<file path="src/rtl/req_issuer_if.sv">
// -----------------------------------------------------------------------------
// req_issuer_if
// Handshake and data bundle between an upstream requester, the req_issuer
// block, and the downstream memory stage.
//   req_valid/req_ready/req_addr/req_data : upstream request channel
//   mem_addr/mem_data/mem_ready/mem_rdata : memory stage channel
//   rsp_valid/rsp_data                    : one-cycle response strobe + word
// The slave modport is the issuer's view; the master modport is the
// environment's view (requester and memory stage together).
// -----------------------------------------------------------------------------
interface req_issuer_if;
    logic        req_valid;
    logic        req_ready;
    logic [15:0] req_addr;
    logic [31:0] req_data;
    logic [15:0] mem_addr;
    logic [31:0] mem_data;
    logic        mem_ready;
    logic [31:0] mem_rdata;
    logic        rsp_valid;
    logic [31:0] rsp_data;

    modport master (
        output req_valid, req_addr, req_data, mem_ready, mem_rdata,
        input  req_ready, mem_addr, mem_data, rsp_valid, rsp_data
    );

    modport slave (
        input  req_valid, req_addr, req_data, mem_ready, mem_rdata,
        output req_ready, mem_addr, mem_data, rsp_valid, rsp_data
    );
endinterface

</file>
<file path="src/rtl/req_issuer.sv">
// -----------------------------------------------------------------------------
// req_issuer
// Buffers upstream {addr, data} requests in a small FIFO and issues them one
// at a time to a memory stage through a three-state FSM
// (IDLE -> ISSUE -> WAIT_DATA -> IDLE). Each completed transaction produces a
// single-cycle rsp_valid pulse with the captured read word on rsp_data.
//
// Parameters:
//   FIFO_DEPTH : request buffer entries (power of two, 2..16)
//   TIMEOUT    : cycles ISSUE may wait for mem_ready (timeout build only)
// Ports:
//   clk         : rising-edge clock
//   reset       : asynchronous active-low reset
//   bus         : req_issuer_if.slave (request, memory and response channels)
//   busy        : FSM not in IDLE or buffer not empty
//   timeout_err : sticky timeout flag
//
// Build option: define REQ_TIMEOUT_EN to abandon a transaction after TIMEOUT
// cycles in ISSUE without mem_ready; the block then sets timeout_err, returns
// 32'hDEAD_DEAD as the response word and goes back to IDLE. Without the macro
// ISSUE waits indefinitely and timeout_err is tied low.
// -----------------------------------------------------------------------------
module req_issuer #(
    parameter int FIFO_DEPTH = 4,
    parameter int TIMEOUT    = 16
) (
    input  logic         clk,
    input  logic         reset,
    req_issuer_if.slave  bus,
    output logic         busy,
    output logic         timeout_err
);

    localparam int PTR_W = $clog2(FIFO_DEPTH);
    localparam int CNT_W = PTR_W + 1;
    localparam logic [CNT_W-1:0] DEPTH_C = CNT_W'(FIFO_DEPTH);

    // Reject illegal configurations at elaboration time.
    if ((FIFO_DEPTH < 2) || (FIFO_DEPTH > 16) ||
        ((FIFO_DEPTH & (FIFO_DEPTH - 1)) != 0) || (TIMEOUT < 1)) begin : g_param_check
        $error("req_issuer: FIFO_DEPTH must be a power of two in 2..16 and TIMEOUT >= 1");
    end

    typedef enum logic [1:0] {
        ST_IDLE      = 2'd0,
        ST_ISSUE     = 2'd1,
        ST_WAIT_DATA = 2'd2
    } state_t;

    logic [47:0]      fifo_mem_r [FIFO_DEPTH];
    logic [PTR_W-1:0] wr_ptr_r;
    logic [PTR_W-1:0] rd_ptr_r;
    logic [CNT_W-1:0] count_r;

    state_t           state_r;
    logic [15:0]      mem_addr_r;
    logic [31:0]      mem_data_r;
    logic [31:0]      rsp_data_r;
    logic             rsp_valid_r;

    logic             full_s;
    logic             empty_s;
    logic             push_s;
    logic             pop_s;

`ifdef REQ_TIMEOUT_EN
    localparam int TMO_W = $clog2(TIMEOUT + 1);
    logic [TMO_W-1:0] tmo_cnt_r;
    logic             timeout_err_r;
`endif

    // FIFO status and handshake qualification; the pop only happens from IDLE.
    always_comb begin
        full_s  = (count_r == DEPTH_C);
        empty_s = (count_r == {CNT_W{1'b0}});
        // A push is refused when full even if a pop happens this cycle.
        push_s  = bus.req_valid && !full_s;
        pop_s   = (state_r == ST_IDLE) && !empty_s;
    end

    assign bus.req_ready = !full_s;
    assign bus.mem_addr  = mem_addr_r;
    assign bus.mem_data  = mem_data_r;
    assign bus.rsp_valid = rsp_valid_r;
    assign bus.rsp_data  = rsp_data_r;
    assign busy          = (state_r != ST_IDLE) || !empty_s;

`ifdef REQ_TIMEOUT_EN
    assign timeout_err = timeout_err_r;
`else
    assign timeout_err = 1'b0;
`endif

    // Request storage; contents are only read while the count says valid.
    always_ff @(posedge clk) begin
        if (push_s) begin
            fifo_mem_r[wr_ptr_r] <= {bus.req_addr, bus.req_data};
        end
    end

    // FIFO pointers and occupancy; pointers wrap naturally at the power-of-two depth.
    always_ff @(posedge clk or negedge reset) begin
        if (!reset) begin
            wr_ptr_r <= {PTR_W{1'b0}};
            rd_ptr_r <= {PTR_W{1'b0}};
            count_r  <= {CNT_W{1'b0}};
        end else begin
            if (push_s) begin
                wr_ptr_r <= wr_ptr_r + PTR_W'(1);
            end
            if (pop_s) begin
                rd_ptr_r <= rd_ptr_r + PTR_W'(1);
            end
            case ({push_s, pop_s})
                2'b10:   count_r <= count_r + CNT_W'(1);
                2'b01:   count_r <= count_r - CNT_W'(1);
                default: count_r <= count_r;
            endcase
        end
    end

    // Issue FSM with registered memory-side and response outputs.
    always_ff @(posedge clk or negedge reset) begin
        if (!reset) begin
            state_r       <= ST_IDLE;
            mem_addr_r    <= 16'h0000;
            mem_data_r    <= 32'h0000_0000;
            rsp_data_r    <= 32'h0000_0000;
            rsp_valid_r   <= 1'b0;
`ifdef REQ_TIMEOUT_EN
            tmo_cnt_r     <= {TMO_W{1'b0}};
            timeout_err_r <= 1'b0;
`endif
        end else begin
            rsp_valid_r <= 1'b0;
            case (state_r)
                ST_IDLE: begin
                    if (pop_s) begin
                        {mem_addr_r, mem_data_r} <= fifo_mem_r[rd_ptr_r];
                        state_r <= ST_ISSUE;
`ifdef REQ_TIMEOUT_EN
                        tmo_cnt_r <= {TMO_W{1'b0}};
`endif
                    end else begin
                        state_r <= ST_IDLE;
                    end
                end
                ST_ISSUE: begin
                    // mem_addr/mem_data are simply not written here, so they stay stable.
                    if (bus.mem_ready) begin
                        state_r <= ST_WAIT_DATA;
`ifdef REQ_TIMEOUT_EN
                    end else if (tmo_cnt_r == TMO_W'(TIMEOUT - 1)) begin
                        // TIMEOUT-th ISSUE cycle without mem_ready: abandon it.
                        timeout_err_r <= 1'b1;
                        rsp_data_r    <= 32'hDEAD_DEAD;
                        rsp_valid_r   <= 1'b1;
                        state_r       <= ST_IDLE;
                    end else begin
                        tmo_cnt_r <= tmo_cnt_r + TMO_W'(1);
                        state_r   <= ST_ISSUE;
                    end
`else
                    end else begin
                        state_r <= ST_ISSUE;
                    end
`endif
                end
                ST_WAIT_DATA: begin
                    // Read word arrives the cycle after mem_ready; mem_ready is ignored here.
                    rsp_data_r  <= bus.mem_rdata;
                    rsp_valid_r <= 1'b1;
                    state_r     <= ST_IDLE;
                end
                default: begin
                    state_r <= ST_IDLE;
                end
            endcase
        end
    end

endmodule

</file>
<file path="src/flat_wrapper.sv">
// flat-port wrapper written by rule: the top's interface ports become plain ports
module req_issuer_flat 
#(
    parameter int FIFO_DEPTH = 4,
    parameter int TIMEOUT    = 16
)
  (clk, reset, busy, timeout_err, bus_req_valid, bus_req_addr, bus_req_data, bus_mem_ready, bus_mem_rdata, bus_req_ready, bus_mem_addr, bus_mem_data, bus_rsp_valid, bus_rsp_data);
  req_issuer_if bus_i ();
  input  logic clk;
  input  logic reset;
  output logic busy;
  output logic timeout_err;
  input wire logic [$bits(bus_i.req_valid)-1:0] bus_req_valid;
  input wire logic [$bits(bus_i.req_addr)-1:0] bus_req_addr;
  input wire logic [$bits(bus_i.req_data)-1:0] bus_req_data;
  input wire logic [$bits(bus_i.mem_ready)-1:0] bus_mem_ready;
  input wire logic [$bits(bus_i.mem_rdata)-1:0] bus_mem_rdata;
  output wire logic [$bits(bus_i.req_ready)-1:0] bus_req_ready;
  output wire logic [$bits(bus_i.mem_addr)-1:0] bus_mem_addr;
  output wire logic [$bits(bus_i.mem_data)-1:0] bus_mem_data;
  output wire logic [$bits(bus_i.rsp_valid)-1:0] bus_rsp_valid;
  output wire logic [$bits(bus_i.rsp_data)-1:0] bus_rsp_data;
  assign bus_i.req_valid = bus_req_valid;
  assign bus_i.req_addr = bus_req_addr;
  assign bus_i.req_data = bus_req_data;
  assign bus_i.mem_ready = bus_mem_ready;
  assign bus_i.mem_rdata = bus_mem_rdata;
  assign bus_req_ready = bus_i.req_ready;
  assign bus_mem_addr = bus_i.mem_addr;
  assign bus_mem_data = bus_i.mem_data;
  assign bus_rsp_valid = bus_i.rsp_valid;
  assign bus_rsp_data = bus_i.rsp_data;
  req_issuer #(.FIFO_DEPTH(FIFO_DEPTH), .TIMEOUT(TIMEOUT)) u_core (.clk(clk), .reset(reset), .bus(bus_i), .busy(busy), .timeout_err(timeout_err));
endmodule
</file>
<file path="config.mk">
export PLATFORM = sky130hd
export DESIGN_NAME = req_issuer_flat
export DESIGN_NICKNAME = d
export VERILOG_FILES = /design/src/rtl/req_issuer_if.sv /design/src/rtl/req_issuer.sv /design/src/flat_wrapper.sv
export SDC_FILE = /design/constraint.sdc
export NUM_CORES = 1
export LEC_CHECK = 0
export ABC_CLOCK_PERIOD_IN_PS = 2500
export CAP_MARGIN = 20
export CORE_MARGIN = 8
export CORE_UTILIZATION = 53
export DETAILED_ROUTE_END_ITERATION = 10
export PLACE_DENSITY = 0.8
export SYNTH_ARGS = -nofsm -noshare
export SYNTH_HDL_FRONTEND = slang
export SYNTH_SLANG_ARGS = --single-unit
</file>
<file path="constraint.sdc">
create_clock -name clk -period 2.5 [get_ports clk]
set_clock_uncertainty 0.05 [all_clocks]
set_input_delay 0.625 -clock clk [delete_from_list [all_inputs] [get_ports clk]]
set_output_delay 0.625 -clock clk [all_outputs]
set_load 0.02 [all_outputs]
</file>
Word level (Yosys, flattened, before mapping)
Memory sizes are Yosys's and may differ from the RTL's. A register that Yosys moved wholly into a read port is not among the register bits.
Cells that the tools add are included.
{ "word_totals": {"ff_bits": 42, "mem_bits_rw": 192, "inputBits": 84, "output_inout_bits": 84, "elab_cells": 34, "memories": 1} }
{ "op_classes": {"addsub": 4, "n_eq_ne": 5, "muxes": 7, "n_reduce_logical": 11} }
{ "mem_list": {"columns": ["name", "depth", "width", "rd", "rd_clocked_by_memory_dff", "write_ports", "line", "text"], "rows": [
  ["u_core.fifo_mem_r", 4, 48, 1, 1, 1, "req_issuer.sv:50", "logic [47:0] fifo_mem_r [FIFO_DEPTH];"]
]} }
{ "ops": {"columns": ["operator", "count"], "rows": [
  ["$pmux 3 s2", 1],
  ["$add 2x1->2 const B", 2],
  ["$eq 2x1->1 const B", 2],
  ["$eq 2x2->1 const B", 2],
  ["$mux 1", 4],
  ["$pmux 2 s2", 1],
  ["$reduce_bool 2->1", 2],
  ["$add 3x1->3 const B", 1],
  ["$eq 3x3->1 const B", 1],
  ["$logic_not 1->1", 3],
  ["$logic_not 3->1", 1],
  ["$sub 3x1->3 const B", 1],
  ["$logic_and 1x1->1", 2],
  ["$logic_not 2->1", 1],
  ["$mux 2", 1],
  ["$reduce_and 2->1", 1],
  ["$logic_or 1x1->1", 1]
]} }

Depth between registers and ports, before layout
{ "logic_depth": {"word_depth": 5, "depth_mapped": 10, "mapped_depth_nobuf": 9} }

Least setup slack after synthesis
No wires, ideal clock.
{ "synth_path": {"path_type": "register to register", "from": "register u_core.count_r[2]", "to": "memory u_core.fifo_mem_r[0][0] (enable)", "setup_time_ns": 0.411, "t_arrival_ns": 1.947, "required_ns": 2.039, "setup_slack_ns": 0.092, "path_stages_with_launch": 3, "n_path_buf": 0, "synth_period_minus_slack_ns": 2.408, "path_cell_list": "dfrtp_1 or3b_1 and3_1"} }
{ "synth_between": {"elab_chain_cells": 5} }
{ "synth_rtl": {"columns": ["item", "line", "text"], "rows": [
  ["start: declaration", "req_issuer.sv:53", "logic [CNT_W-1:0] count_r;"],
  ["start signal: assignment", "req_issuer.sv:106", "count_r <= {CNT_W{1'b0}};"],
  ["start signal: assignment", "req_issuer.sv:115", "2'b10: count_r <= count_r + CNT_W'(1);"],
  ["start signal: assignment", "req_issuer.sv:116", "2'b01: count_r <= count_r - CNT_W'(1);"],
  ["$eq 3x3->1", "req_issuer.sv:74", "full_s = (count_r == DEPTH_C);"],
  ["$logic_not 1->1", null, null],
  ["named net bus_req_ready", "flat_wrapper.sv:18", "output wire logic [$bits(bus_i.req_ready)-1:0] bus_req_ready;"],
  ["$logic_and 1x1->1", "req_issuer.sv:77", "push_s = bus.req_valid && !full_s;"],
  ["$mux 1", "req_issuer.sv:96", "if (push_s) begin"],
  ["$mux 1 (not written as such)", "req_issuer.sv:97", "fifo_mem_r[wr_ptr_r] <= {bus.req_addr, bus.req_data};"],
  ["end: declaration", "req_issuer.sv:50", null]
]} }
The timed path passes the listed nets, and every way through them passes these cells.

Worst setup path after layout
{ "layout_path": {"from": "register u_core.count_r[1]", "to": "output port bus_req_ready"} }
{ "layout_between": {"elab_chain_cells": 2} }
{ "layout_rtl": {"columns": ["item", "line", "text"], "rows": [
  ["$eq 3x3->1", "req_issuer.sv:74", null],
  ["$logic_not 1->1", "req_issuer.sv:81", "assign bus.req_ready = !full_s;"],
  ["end: declaration", "flat_wrapper.sv:18", null]
]} }
Every way passes these cells.

==> summary.md <==
| Metric | Value |
|---|---|
| Status | `completed` |
| Clock buffer depth | `3` |
| Number of enable flip-flop cells after synthesis | `192` |
| Netlist cell types | `26` |
| R2R setup slack | `0.25 ns` |
| Critical Path Max Stage Delay | `0.44 ns` |
| Ant diodes | `0` |
| DP Area | `12500 um2` |
| Die Footprint | `24500 um2` |
| Setup Viol. Count Final | `0` |
| IO Pins | `168` |
| Final hold vios | `0` |
| CP required | `1.82 ns` |
| CP startpoint | `u_core.count_r[1]$_DFFE_PN0P_` |
| CTS tree | `done` |
| Critical path depth | `2` |
| Crit path launch type | `flop` |
| Vias in the first global route | `5679` |
| Final cycle utilization of the critical path | `96.4%` |
| Drt total wl | `20.6 mm` |
| GRT Util Overall | `17.1%` |
| Vias per cell | `5.30` |
| Congestion Overflow GR | `0` |
| Reg2reg end | `u_core.count_r[2]$_DFFE_PN0P_` |
| CP Capture Point | `bus_req_ready` |
| Slew Viols, Final | `0` |
| Max-Cap Viols | `0` |
| Count leader, synth | `edfxtp_1` |
| Syn Inst Count | `470` |
| Crit-path leading delay family | `simple AND/OR/NAND/NOR gates` |
| Post-synth ARST share | `31.9%` |
| Cell chosen for the clock root | `clkbuf_16` |
| DRC Markers | `0` |
| HPWL Detailed | `13.5 mm` |
| Setup Crit Path Kind | `flop to output pin` |
| Pwr dens | `1300 nW/um2` |
| Area Growth Syn to Fin | `28.7%` |
| Crit-path slowest cell | `or3b_4` |
| YS warnings | `0` |
| Sequential Area | `8020 um2` |
| Dominant synthesized flop cell | `edfxtp_1` |
| Routed len/inst | `21.6 um` |
| Max Clk Rate | `415 MHz` |
| Clk slew on worst S/H paths | `0.06 ns` |
| TritonRoute pass-1 iters | `4` |
| Port bufs | `166` |
| CTS Sinks | `282` |
| Initial DRC count | `289` |
| Worst skew pair latency | `0.53 ns` |
| Setup TNS Final | `0 ns` |
| Hold Crit Depth | `1` |
| Mean area per synthesized cell | `22.2 um2` |
| Most area-consuming cells after synthesis | `edfxtp_1 55%, dfrtp_1 22%, mux4_2 10%` |
| Die Wd | `156 um` |
| Starting Density | `53.9%` |
| Maximum vdd drop | `0.000769 V` |
| Crit path max fanout | `6` |
| Worst R2R Path Depth | `9` |
| Initial antenna violation count | `1` |
| HP Class | `flop to flop` |
| Netlist Area Pre-Place | `10500 um2` |
| Multi-input gate area | `2250 um2` |
| Yosys reg bits | `282` |
| Synth area leader | `edfxtp_1` |
| Unrepaired setup endpoints after global routing | `no` |
| Max-Slew Margin vs Limit | `64.3%` |
| Worst slew pin tran | `0.535 ns` |
| Tmin final | `2.41 ns` |
| CP cell instances | `or3b_4 -> dlygate4sd2_1` |
| GP Congestion | `0.703` |
| Fillers | `1219` |
| Largest net degree at the start of global routing | `61` |
| Layout cells sized above 1 | `29.7%` |
| Synth top cells by count | `192 x edfxtp_1, 90 x dfrtp_1, 81 x mux2_2` |
| Synth top area share | `55.1%` |
| Cell row count | `51` |
| Antenna viol nets, final | `0` |
| CTS Buf Count | `29` |
| First-pass GRT wire length | `32.0 mm` |
| Post-route cell area | `13500 um2` |
| Die Y | `156 um` |
| Nets@finish | `754` |
| R2r startpoint | `u_core.count_r[1]$_DFFE_PN0P_` |
| Crit path arrival time | `1.74 ns` |
| P_leak | `0.00484 uW` |
| H-Tree Depth | `1` |
| Via count | `5042` |
| Crit end category | `output pin` |
| Core area | `19400 um2` |
| Crit path buffers/inverters | `1` |
| Sequential share of the synthesized area | `76.7%` |
| Syn nets | `560` |
flip-flops by register name, indices dropped and copies added (netlist names):
name,count
u_core.state_r,2
u_core.bus.mem_addr,16
u_core.wr_ptr_r,2
u_core.bus.rsp_valid,1
u_core.bus.rsp_data,32
u_core.count_r,3
u_core.rd_ptr_r,2
u_core.bus.mem_data,32
u_core.fifo_mem_r,192
layer usage:
metal | global-route usage, % | routed length [um] | vias up
met5 | 0 | 13 | -
met2 | 31.3 | 11100 | 130
met1 | 19.8 | 7890 | 2645
li1 | - | - | 2232
met3 | 3.70 | 1060 | 33
met4 | 4.81 | 474 | 2
cells in the final DEF (no fill, tap or decap), types with 3 or more instances in the layout:
cell type	instances
clkbuf_16	29
dfrtp_1	88
mux2_2	81
clkbuf_1	5
bufinv_16	3
ha_1	5
buf_12	8
nor2_1	3
clkinv_1	3
xnor2_1	4
clkdlybuf4s50_1	163
and3_2	4
edfxtp_1	192
clkinv_2	9
buf_4	10
mux4_2	48
inv_1	8
timing repair:
item	CTS	global route
hold endpoints to repair	11	0
hold buffers	1	0
setup buffers	0	1
gates resized for setup	5	2
gates cloned	0	0
setup endpoints to repair	2	2
how the worst min path moves through the flow:
stage,start,endpoint
floorplan,reset,u_core.bus.mem_addr[0]$_DFFE_PN0N_
global placement,u_core.count_r[2]$_DFFE_PN0P_,u_core.count_r[2]$_DFFE_PN0P_
detailed placement,u_core.count_r[2]$_DFFE_PN0P_,u_core.count_r[2]$_DFFE_PN0P_
CTS,u_core.count_r[2]$_DFFE_PN0P_,u_core.count_r[2]$_DFFE_PN0P_
global route,u_core.count_r[2]$_DFFE_PN0P_,u_core.count_r[2]$_DFFE_PN0P_
finish,u_core.bus.mem_data[24]$_DFFE_PN0N_,u_core.bus.mem_data[24]$_DFFE_PN0N_
worst reg2reg max path, stage by stage (launching register included):
cell,delay (ns)
dfrtp_1,0.41
or3b_4,0.44
and2_4,0.19
inv_1,0.05
ha_1,0.18
inv_1,0.07
fa_1,0.37
xor2_1,0.16
nor2_1,0.11
xor2_1,0.15
layout make-up:
cell class	count	share of cell area (%)
Sequential cell	282	59.6
Tap cell	265	2.46
Inverter	8	0.223
Timing Repair Buffer	184	14.0
Multi-Input combinational cell	159	16.7
Clock buffer	36	5.73
Clock inverter	17	1.21
stage by stage:
step | hold WS (ns) | setup slack, ns | total power, uW | utilization, % | cells
global route | 0.466 | 0.0423 | 18400 | 69.4 | 951
finish | 0.452 | 0.0891 | 17500 | 69.4 | 951
floorplan | 0.279 | 0.0924 | 11000 | - | 470
global placement | 0.411 | 0.0699 | 13300 | 64.5 | 896
detailed placement | 0.428 | 0.00448 | 13600 | 64.5 | 896
CTS | 0.448 | 0.00604 | 17800 | 69.4 | 950
logic make-up (layout without fill, tap and decap cells):
kind of cell    after synthesis  after routing  share of synthesized area (%)
flops                       282            282                           76.7
mux                         130            130                           19.2
buf+inv                      29            245                           1.93
simple gates                 15             15                          0.862
fa+ha+maj                     6              6                          0.790
xor+xnor                      6              6                          0.503
other cells                   1              1                         0.0359
compound gates                1              1                         0.0478
report_power, final:
part / internal, uW / switching (uW)
Clock: 2490 / 1660
Sequential: 6490 / 637
Combinational: 3350 / 2920
No activity file was read; power rests on OpenSTA's default activity.
